`src/rtl/sync_fifo_drain.sv`:
```
// Burst drain engine: pulls a requested number of words from a synchronous FIFO
// and presents them on a valid/ready stream through a 2-entry skid buffer.
module sync_fifo_drain #(
    parameter int WIDTH     = 8,
    parameter int DEPTH     = 16,
    parameter int PTR_WIDTH = 4
) (
    input  logic                 clk_i,
    input  logic                 rst_i,
    input  logic                 start_i,
    input  logic [PTR_WIDTH:0]   burst_len_i,
    output logic                 busy_o,
    output logic                 done_o,
    output logic                 fifo_rd_en_o,
    input  logic [WIDTH-1:0]     fifo_rdata_i,
    input  logic                 fifo_empty_i,
    input  logic                 fifo_rd_error_i,
    output logic                 m_valid_o,
    output logic [WIDTH-1:0]     m_data_o,
    input  logic                 m_ready_i,
    output logic [PTR_WIDTH:0]   rd_count_o,
    output logic                 err_o
);

    localparam int CW = PTR_WIDTH + 1;
    localparam logic [CW-1:0] DEPTH_W = CW'(DEPTH);

    typedef enum logic [1:0] {
        ST_IDLE  = 2'd0,
        ST_DRAIN = 2'd1,
        ST_FLUSH = 2'd2,
        ST_DONE  = 2'd3
    } state_t;

    state_t          state_r;
    logic [CW-1:0]   len_r;
    logic [CW-1:0]   issued_r;
    logic [CW-1:0]   rd_count_r;
    logic [1:0]      occ_r;
    logic            inflight_r;
    logic [WIDTH-1:0] head_r;
    logic [WIDTH-1:0] tail_r;
    logic            err_r;
    logic            busy_r;
    logic            done_r;

    logic            pop_s;
    logic [2:0]      credit_s;
    logic            rd_en_s;
    logic [WIDTH-1:0] head_s;
    logic [WIDTH-1:0] tail_s;
    logic [1:0]      occ_s;

    // Credit counts words already buffered or on their way, less the one leaving this cycle.
    always_comb begin
        pop_s    = (occ_r != 2'd0) && m_ready_i;
        credit_s = {1'b0, occ_r} + {2'b00, inflight_r} - {2'b00, pop_s};
        rd_en_s  = (state_r == ST_DRAIN) && !fifo_empty_i &&
                   (issued_r < len_r) && (credit_s < 3'd2);
    end

    // Next contents of the two-entry buffer: pop shifts tail to head, arriving word fills the first free slot.
    always_comb begin
        head_s = head_r;
        tail_s = tail_r;
        occ_s  = occ_r;
        case ({pop_s, inflight_r})
            2'b01: begin
                if (occ_r == 2'd0) begin
                    head_s = fifo_rdata_i;
                end else begin
                    tail_s = fifo_rdata_i;
                end
                occ_s = occ_r + 2'd1;
            end
            2'b10: begin
                head_s = tail_r;
                occ_s  = occ_r - 2'd1;
            end
            2'b11: begin
                if (occ_r == 2'd1) begin
                    head_s = fifo_rdata_i;
                end else begin
                    head_s = tail_r;
                    tail_s = fifo_rdata_i;
                end
            end
            default: begin
                occ_s = occ_r;
            end
        endcase
    end

    // Control FSM together with the datapath registers it owns.
    always_ff @(posedge clk_i or posedge rst_i) begin
        if (rst_i) begin
            state_r    <= ST_IDLE;
            len_r      <= {CW{1'b0}};
            issued_r   <= {CW{1'b0}};
            rd_count_r <= {CW{1'b0}};
            occ_r      <= 2'd0;
            inflight_r <= 1'b0;
            head_r     <= {WIDTH{1'b0}};
            tail_r     <= {WIDTH{1'b0}};
            err_r      <= 1'b0;
            busy_r     <= 1'b0;
            done_r     <= 1'b0;
        end else begin
            head_r     <= head_s;
            tail_r     <= tail_s;
            occ_r      <= occ_s;
            inflight_r <= rd_en_s;

            if (fifo_rd_error_i) begin
                err_r <= 1'b1;
            end else if ((state_r == ST_IDLE) && start_i) begin
                err_r <= 1'b0;
            end else begin
                err_r <= err_r;
            end

            if ((state_r == ST_IDLE) && start_i) begin
                rd_count_r <= {CW{1'b0}};
            end else if (pop_s && (rd_count_r < len_r)) begin
                rd_count_r <= rd_count_r + CW'(1);
            end else begin
                rd_count_r <= rd_count_r;
            end

            if (state_r == ST_IDLE) begin
                issued_r <= {CW{1'b0}};
            end else if (rd_en_s) begin
                issued_r <= issued_r + CW'(1);
            end else begin
                issued_r <= issued_r;
            end

            case (state_r)
                ST_IDLE: begin
                    if (start_i) begin
                        len_r  <= (burst_len_i > DEPTH_W) ? DEPTH_W : burst_len_i;
                        busy_r <= 1'b1;
                        if (burst_len_i != {CW{1'b0}}) begin
                            state_r <= ST_DRAIN;
                            done_r  <= 1'b0;
                        end else begin
                            state_r <= ST_DONE;
                            done_r  <= 1'b1;
                        end
                    end else begin
                        busy_r <= 1'b0;
                        done_r <= 1'b0;
                    end
                end
                ST_DRAIN: begin
                    busy_r <= 1'b1;
                    done_r <= 1'b0;
                    if (issued_r == len_r) begin
                        state_r <= ST_FLUSH;
                    end else begin
                        state_r <= ST_DRAIN;
                    end
                end
                ST_FLUSH: begin
                    busy_r <= 1'b1;
                    if ((occ_r == 2'd0) && !inflight_r) begin
                        state_r <= ST_DONE;
                        done_r  <= 1'b1;
                    end else begin
                        state_r <= ST_FLUSH;
                        done_r  <= 1'b0;
                    end
                end
                ST_DONE: begin
                    state_r <= ST_IDLE;
                    busy_r  <= 1'b0;
                    done_r  <= 1'b0;
                end
                default: begin
                    state_r <= ST_IDLE;
                    busy_r  <= 1'b0;
                    done_r  <= 1'b0;
                end
            endcase
        end
    end

    assign busy_o       = busy_r;
    assign done_o       = done_r;
    assign fifo_rd_en_o = rd_en_s;
    assign m_valid_o    = (occ_r != 2'd0);
    assign m_data_o     = head_r;
    assign rd_count_o   = rd_count_r;
    assign err_o        = err_r;

endmodule

```
`config.mk`:
```
export PLATFORM = sky130hd
export DESIGN_NAME = sync_fifo_drain
export DESIGN_NICKNAME = d
export VERILOG_FILES = /design/src/rtl/sync_fifo_drain.sv
export SDC_FILE = /design/constraint.sdc
export NUM_CORES = 1
export LEC_CHECK = 0
export ABC_CLOCK_PERIOD_IN_PS = 6170
export BUFFER_PORTS_ARGS = -buffer_cell sky130_fd_sc_hd__buf_2
export CORE_MARGIN = 3
export CORE_UTILIZATION = 51
export DETAILED_ROUTE_END_ITERATION = 16
export PLACE_DENSITY = 0.85
export SETUP_SLACK_MARGIN = 0.02
export SKIP_CTS_REPAIR_TIMING = 1
export SLEW_MARGIN = 40
export SYNTH_ARGS = -nofsm -noshare
export SYNTH_HDL_FRONTEND = slang
export SYNTH_SLANG_ARGS = --single-unit
```
`constraint.sdc`:
```
create_clock -name clk_i -period 6.17 [get_ports clk_i]
set_clock_uncertainty 0.05 [all_clocks]
set_input_delay 0.3085 -clock clk_i [delete_from_list [all_inputs] [get_ports clk_i]]
set_output_delay 0.3085 -clock clk_i [all_outputs]
set_load 0.01 [all_outputs]
```
# [Word-level counts from Yosys, hierarchy flattened]
# Index checks and enable logic that the tools add are counted.
[classes] n_addsub=6 n_lt_le_gt_ge=4 n_eq_ne=12 muxes=25 reduce_logical=24
[op_table] cell="$mux 8" n=4
[op_table] cell="$mux 5" n=5
[op_table] cell="$pmux 8 s3" n=1
[op_table] cell="$pmux 8 s2" n=1
[op_table] cell="$reduce_bool 2->1" n=6
[op_table] cell="$add 5x1->5 const B" n=2
[op_table] cell="$lt 5x5->1" n=2
[op_table] cell="$eq 2x2->1 const B" n=4
[op_table] cell="$ne 2x2->1 const B" n=4
[op_table] cell="$pmux 2 s4" n=1
[op_table] cell="$logic_and 1x1->1" n=7
[op_table] cell="$mux 1" n=7
[op_table] cell="$eq 2x1->1 const B" n=3
[op_table] cell="$mux 2" n=3
[op_table] cell="$pmux 1 s3" n=2
[op_table] cell="$eq 5x5->1" n=1
[op_table] cell="$gt 5x5->1 const B" n=1
[op_table] cell="$reduce_bool 5->1" n=1
[op_table] cell="$logic_not 2->1" n=2
[op_table] cell="$pmux 2 s2" n=1
[op_table] cell="$reduce_and 2->1" n=2
[op_table] cell="$reduce_or 2->1" n=2
[op_table] cell="$add 2x1->3" n=1
[op_table] cell="$lt 3x2->1 const B" n=1
[op_table] cell="other kinds (6)" n=7
[totals] register_bits=39 out_inout_bits=18 word_cells=82

# [Logic depth before layout (Yosys ltp)]
# Gate-level depths: netlist (run 1).
[logic_depth] word_depth=7 ltp_mapped=11

# [Worst setup path before layout (run 1)]
# No wires, ideal clock.
[synth_timing] path_type="register to register" from="register occ_r[1]" to="register issued_r[3]" setup_ns=0.125 arrival_time_ns=2.737 path_slack_ns=3.259 stages_incl_launch_ff=12 path_cell_list="dfrtp_1 > inv_1 > ha_1 > nand2b_4 > ha_1 > nand2b_1 > fa_1 > and4bb_2 > nand4_2 > nor2_4 > nand4_1 > mux2_2"
[synth_between] elab_chain_cells=6 word_cells_on_any_way=7 classes_between="add/sub: 2; order compare: 1; reduce/logical: 4"
[synth_rtl] element="start: declaration" line="39" text="logic [1:0] occ_r;"
[synth_rtl] element="start signal: assignment" line="111" text="occ_r <= occ_s;"
[synth_rtl] element="branches (longest 2 deep; another with $add 2x1->3)"
[synth_rtl] element="$sub 3x1->3 *" line="57" text="credit_s = {1'b0, occ_r} + {2'b00, inflight_r} - {2'b00, pop_s};"
[synth_rtl] element="$lt 3x2->1 *" line="59" text="(issued_r < len_r) && (credit_s < 3'd2);"
[synth_rtl] element="$logic_and 1x1->1 *" line="59"
[synth_rtl] element="via fifo_rd_en_o" line="14" text="output logic fifo_rd_en_o,"
[synth_rtl] element="$reduce_bool 2->1 (no source line) *"
[synth_rtl] element="end signal: assignment" line="99" text="issued_r <= {CW{1'b0}};"
[synth_rtl] element="end signal: assignment" line="131" text="issued_r <= {CW{1'b0}};"
[synth_rtl] element="end signal: assignment" line="133" text="issued_r <= issued_r + CW'(1);"
[synth_rtl] element="end: declaration" line="37" text="logic [CW-1:0] issued_r;"
# Mark *: on every way through the listed nets, which the timed path passes.
# A chain may end at the register's enable or synchronous reset.

# [Worst setup path after layout (run 1)]
[layout_timing] from="register occ_r[1]" to="output fifo_rd_en_o"
[layout_between] elab_chain_cells=5 word_cells_on_any_way=6 classes_between="add/sub: 2; order compare: 1; reduce/logical: 3"
[layout_rtl] element="branches (longest 2 deep; another with $add 2x1->3)"
[layout_rtl] element="$sub 3x1->3 *" line="57"
[layout_rtl] element="$lt 3x2->1 *" line="59"
[layout_rtl] element="$logic_and 1x1->1 *" line="59"
[layout_rtl] element="end: declaration" line="14"
# Every way passes the cells marked *.

==> results of run 1 <==
## kinds of logic (layout without fill, tap and decap cells)
group	Yosys count	count (layout)	synth area share [%]
AOI/OAI and AO/OA	35	35	12.0
muxes	13	13	6.93
buffers and inverters	16	58	2.98
DFF	39	39	47.4
and+or+nand+nor	66	66	16.4
adders and majority gates	18	18	11.3
xor gates and xnor gates	7	7	2.98
## worst max-delay path, stage by stage, from the launching register on
cell and delay, ns:
dfrtp_1 0.43, inv_1 0.10, ha_1 0.28, nand2b_4 0.20, ha_1 0.33, nand2b_1 0.18, fa_1 0.47, and4bb_2 0.22
nand4_2 0.16, nor2_4 0.18, buf_2 0.15
## placed cells by master, fill, tap and decap left out, drive strengths merged, types with 2 or more instances in the layout
| cell | count |
|---|---|
| nor3 | 3 |
| inv | 13 |
| dfrtp | 39 |
| mux2i | 3 |
| buf | 37 |
| nor2b | 3 |
| o21ai | 9 |
| nor2 | 10 |
| clkinv | 2 |
| nand4 | 4 |
| nand2 | 30 |
| nand2b | 8 |
| a22oi | 8 |
| a31oi | 3 |
| a21oi | 8 |
| xnor2 | 7 |
| mux2 | 10 |
| clkbuf | 5 |
| ha | 17 |
| nand3 | 3 |
## cell type report
class	instances	area, um^2
sequential	39	976
inverter	13	48.8
tap	48	60.1
fill	297	1370
multi-input combinational	139	1020
clock buffer	5	68.8
clock inverter	3	43.8
timing repair buffer	37	188
## through the flow
step | instance area, um^2 | setup slack [ns] | total power (uW) | util, % | hold slack [ns]
2_1_floorplan | 2060 | 3.26 | 843 | - | 0.345
3_3_place_gp | 2290 | 3.19 | 970 | 60.8 | 0.399
3_5_place_dp | 2290 | 3.11 | 1000 | 60.8 | 0.399
4_1_cts | 2410 | 2.83 | 1220 | 63.8 | 0.0762
5_1_grt | 2410 | 2.68 | 1320 | 63.8 | 0.130
6_report | 2410 | 2.83 | 1220 | 63.8 | 0.0670
## final timing paths
path | start | to | slack (ns)
worst max register to register | occ_r[1] | issued_r[2] | 3.05
max in group asynchronous | rst_i | len_r[0] | 5.67
worst max-delay path | occ_r[1] | fifo_rd_en_o | 2.83
min in group clk_i | fifo_rd_error_i | err_o | 0.14
worst min register to register | err_o | err_o | 0.42
worst min-delay path | rst_i | inflight_r | 0.07
## state kept, by name, indices dropped and copies added, names as in the netlist
register and count:
state_r 2, len_r 5, tail_r 8, m_data_o 8, occ_r 2, done_o 1, busy_o 1, issued_r 5
err_o 1, inflight_r 1, rd_count_o 5
## report_power, final
part / internal [uW] / leakage [uW] / switching (uW)
logic: 248 / 0.000647 / 320
clock network: 120 / 0.0000581 / 92.6
registers: 361 / 0.000494 / 75.5
total: 729 / 0.00120 / 488
## metal layers
layer	part of all wire, %	track usage (%)
met2	49	30.4
met4	2.3	8.46
met3	3.2	3.91
met1	45	23.5
met5	0	0
==> impl_metrics.json, run 1 <==
{
  "status": "finished, final reports clean",
  "worstPathArrival_ns": 2.99,
  "rr_worst_depth": 11,
  "diodes": 0,
  "drive_above_1_share_pct": 27.5,
  "grt_max_degree": 40,
  "io_pins": 37,
  "die_h_um": 69.5,
  "firstDrtPassIters": 4,
  "avgSynthCellArea_um2": 10.6,
  "fin_cells": 284,
  "port_buffers": 36,
  "num_rows": 22,
  "synth_area_mm2": 0.00206,
  "viasPerCell": 5.44,
  "ys_seq_area_share_pct": 47.4,
  "start_kind": "flip-flop",
  "drt_iter0_markers": 80,
  "hold_viol": 0,
  "grt_overflow": 0,
  "cts.clk_slew.worst_paths_ns": 0.08,
  "power.density_mw_per_mm2": 506,
  "tns_ns": 0,
  "core_mm2": 0.00377,
  "drv_cap": 0,
  "synthToLayoutAreaGrowth_pct": 16.9,
  "fin_nets": 272,
  "synth_flop_cell": "dfrtp_1",
  "vias": 1544,
  "wl_um": 4140,
  "synth_fp_nets": 231,
  "yosys-top-cells-area": "dfrtp_1, ha_1, mux2_2",
  "synth_most_common_cell": "dfrtp_1",
  "min_period_ns": 3.34,
  "gp_congestion": 0.787,
  "clock.fmax_mhz": 299,
  "grt_pass1_vias": 1501,
  "synth_top_area_cell": "dfrtp_1",
  "yosysUniqueCellTypes": 38,
  "drc_errors": 0,
  "die-area_mm2": 0.00483,
  "p_leak_uw": 0.00120,
  "ant_nets": 0,
  "setup_viol": 0,
  "initial_utilization_pct": 54.6,
  "synth_cells": 194,
  "min_path_type": "input port to async pin",
  "period_share_pct": 54.2,
  "track_usage_pct": 18.6,
  "synth_seq_cells": 39,
  "synth_async_sr_flop_share_pct": 100,
  "die_x_um": 69.5,
  "clock_latency_ns": 0.29,
  "relSlewSlack_pct": 63.2,
  "tightest_slew_ns": 0.553,
  "vdd_ir_drop_max_mv": 0.246,
  "drv_slew": 0,
  "place_inst": 276,
  "cts_tree": "built",
  "cts_sinks": 39,
  "dp_hpwl_um": 3040,
  "htree_levels": 2,
  "critPathRequiredTime_ns": 5.81,
  "grt_first_pass_wirelength_um": 7010,
  "critPathKind": "flip-flop to output port",
  "clock_path_buffers": 2,
  "yosys_warnings": 0,
  "synth_common_cells": "dfrtp_1, nand2_1, ha_1, inv_1, mux2_2",
  "cp_max_fo": 5,
  "wl_per_cell_um": 14.6,
  "rsz0062_at_grt": "no",
  "yosys.area.top_type_share_pct": 47.4,
  "synth_edf_count": 0,
  "clockRootBuffer": "clkbuf_8",
  "antenna_found_initial": 0,
  "numCtsBuffers": 5,
  "end_kind": "output port"
}
Note: power is estimated with default switching activity, not from simulation.
==> run 2: changes to the inputs <==
--- a/config.mk
+++ b/config.mk
@@ -5,12 +5,13 @@
 export SDC_FILE = /design/constraint.sdc
 export NUM_CORES = 1
 export LEC_CHECK = 0
-export ABC_CLOCK_PERIOD_IN_PS = 6170
+export ABC_AREA = 1
+export ABC_CLOCK_PERIOD_IN_PS = 3100
 export BUFFER_PORTS_ARGS = -buffer_cell sky130_fd_sc_hd__buf_2
 export CORE_MARGIN = 3
 export CORE_UTILIZATION = 51
 export DETAILED_ROUTE_END_ITERATION = 16
-export PLACE_DENSITY = 0.85
+export PLACE_DENSITY = 0.84
 export SETUP_SLACK_MARGIN = 0.02
 export SKIP_CTS_REPAIR_TIMING = 1
 export SLEW_MARGIN = 40
==> constraint.sdc (replaced) <==
create_clock -name clk_i -period 3.1 [get_ports clk_i]
set_clock_uncertainty 0.05 [all_clocks]
set_input_delay 0.155 -clock clk_i [delete_from_list [all_inputs] [get_ports clk_i]]
set_output_delay 0.155 -clock clk_i [all_outputs]
set_load 0.01 [all_outputs]
==> run 2 against run 1 <==
Effect of this change:
- routed wire length grew 6.5%
- design area grew 5.0%
- non-clock buffer count grew 7
- critical path depth grew 5
- power grew 110%
- via count grew 17%
- flip-flop and latch count is the same
- largest cell class unchanged
- largest power group unchanged
- highest routed layer unchanged
==> impl_metrics.json, run 2 <==
{
  "status": "finished, final reports clean",
  "cts_sinks": 39,
  "finalPower_uw": 2510,
  "clock_path_buffers": 2,
  "setup_viol": 0,
  "rsz0062_at_grt": "no",
  "p_leak_uw": 0.00136,
  "synth_seq_cells": 39,
  "dp_slack_ns": 0.273,
  "grt_max_degree": 40,
  "drv_cap": 0,
  "cts_tree": "built",
  "wl_per_cell_um": 12.5,
  "synth_edf_count": 0,
  "yosysUniqueCellTypes": 31,
  "worstPathArrival_ns": 2.74,
  "relSlewSlack_pct": 58.7,
  "antenna_found_initial": 0,
  "synth_fp_nets": 293,
  "firstDrtPassIters": 4,
  "muxShareOfSynthArea_pct": 0,
  "viasPerCell": 5.12,
  "io_pins": 37,
  "diodes": 0,
  "fillers": 344,
  "synth_most_common_cell": "nand2_1",
  "gp_congestion": 0.834,
  "die_h_um": 71.4,
  "grt_overflow": 0,
  "synth_top_area_cell": "dfrtp_1",
  "die-area_mm2": 0.00510,
  "synth_top_family_by_area": "simple AND/OR/NAND/NOR gates",
  "clock.fmax_mhz": 340,
  "synth_flop_cell": "dfrtp_1",
  "final_cell_mix": "nand2_1, inv_1, dfrtp_1",
  "drv_slew": 0,
  "core_mm2": 0.00406,
  "cp_max_fo": 6,
  "critPathKind": "flip-flop to output port",
  "power.density_mw_per_mm2": 994,
  "yosys.area_share.simple_pct": 21.6,
  "ys_seq_area_share_pct": 44.8,
  "ant_nets": 0,
  "avgSynthCellArea_um2": 8.52,
  "cp_common_cell": "inv_2",
  "synth_async_sr_flop_share_pct": 100,
  "vdd_ir_drop_max_mv": 0.419,
  "initial_utilization_pct": 53.7,
  "finalWorstSetupSlack_ns": 0.155,
  "cpMaxStageDelayCell": "fa_1",
  "synthAdderAreaFrac_pct": 10.7,
  "start_kind": "flip-flop",
  "track_usage_pct": 18.8,
  "numCtsBuffers": 5,
  "tightest_slew_ns": 0.620,
  "end_kind": "output port",
  "min_path_type": "input port to flip-flop",
  "synthToLayoutAreaGrowth_pct": 15.8,
  "grt_pass1_vias": 1741,
  "wl_um": 4410,
  "yosys-top-cells-area": "dfrtp_1, ha_1, nand2_1",
  "yosys_warnings": 0,
  "synth_cells": 256,
  "vias": 1801,
  "critPathRequiredTime_ns": 2.89,
  "cts.clk_slew.worst_paths_ns": 0.07,
  "slowest_delay_ns": 0.48,
  "fin_nets": 338,
  "clockRootBuffer": "clkbuf_8",
  "die_x_um": 71.4,
  "path_cells": "inv_1 > ha_2 > inv_2 > nand2_4 > ha_1 > inv_2 > nand2_1 > fa_1 > nand2_1 > inv_1 > nand3_1 > nor2_1 > nand3_2 > inv_2 > buf_2",
  "period_share_pct": 95.0,
  "synth_common_cells": "nand2_1, inv_1, dfrtp_1, nand3_1, ha_1",
  "grt_first_pass_wirelength_um": 7580,
  "num_rows": 23,
  "drc_errors": 0,
  "dp_hpwl_um": 3230,
  "synthXorXnorAreaFrac_pct": 2.41,
  "htree_levels": 2,
  "drt_iter0_markers": 101,
  "final_common_cell": "nand2_1",
  "port_buffers": 36,
  "min_period_ns": 2.95,
  "clock_latency_ns": 0.29,
  "yosys.area.top_type_share_pct": 44.8,
  "hold_viol": 0,
  "synth_compound_area_share_pct": 10.2,
  "synth_area_mm2": 0.00218,
  "drive_above_1_share_pct": 20.9
}
==> run 2: cell types whose count changed in the layout (fill, tap and decap cells not counted), moves of 10 or more <==
| cell | previous run | this run |
|---|---|---|
| nand3_1 | 3 | 26 |
| nand2_1 | 30 | 53 |
| inv_1 | 13 | 41 |
| mux2_2 | 10 | 0 |
==> run 2: worst max-delay path, delay by kind of cell, from the launching register on <==
kind                     cells  cell delay (ns)
flip-flops                   1             0.40
AND/OR/NAND/NOR              6             0.52
buffers and inverters        6             0.53
adder cells (fa/ha/maj)      3             1.00
==> run 2: worst paths after layout <==
| path | startpoint | end | slack, ns | cells after the start |
|---|---|---|---|---|
| setup / recovery | occ_r[0] | fifo_rd_en_o | 0.15 | 15 |
| hold / removal | burst_len_i[2] | len_r[2] | 0.03 | 3 |
| setup reg to reg | occ_r[0] | issued_r[1] | 0.26 | 18 |
| hold reg to reg | err_o | err_o | 0.43 | 1 |
| max in group asynchronous | rst_i | issued_r[4] | 2.19 | 4 |
| min in group asynchronous | rst_i | tail_r[3] | 0.47 | 4 |
==> run 2: layout make-up <==
class,instances,area (um^2),area share (%)
clock inverter,1,5.00,0.198
sequential,39,976,38.6
tap,50,62.6,2.48
multi-input combinational,165,987,39.1
timing repair buffer,44,245,9.71
inverter,46,174,6.88
clock buffer,7,76.3,3.02
==> run 2: power breakdown <==
part | switching, uW | internal, uW
Combinational | 779 | 515
Clock | 174 | 158
Sequential | 147 | 740
==> run 2: per-layer routing <==
| layer | vias to the layer above | routed length (um) | track usage [%] |
|---|---|---|---|
| li1 | 915 | - | - |
| met1 | 834 | 1930 | 23.3 |
| met2 | 45 | 2170 | 31.9 |
| met3 | 7 | 242 | 3.23 |
| met4 | 0 | 73 | 8.56 |
| met5 | - | 0 | 0 |
==> run 2: cell families (layout without fill, tap and decap cells) <==
logic type	after synthesis	in the layout
compound gates	34	34
xor+xnor	6	6
fa+ha+maj	18	18
buf+inv	52	98
flops	39	39
simple gates	107	107
==> run 2: metrics by stage <==
stage	cells	cell area [um^2]	hold slack [ns]	TNS (ns)	utilization (%)
2_1_floorplan	256	2180	0.197	0	-
3_3_place_gp	337	2380	0.246	0	58.6
3_5_place_dp	337	2380	0.253	0	58.6
4_1_cts	345	2460	-0.0679	-0.0638	60.7
5_1_grt	352	2530	0.0667	0	62.3
6_report	352	2530	0.0349	0	62.3
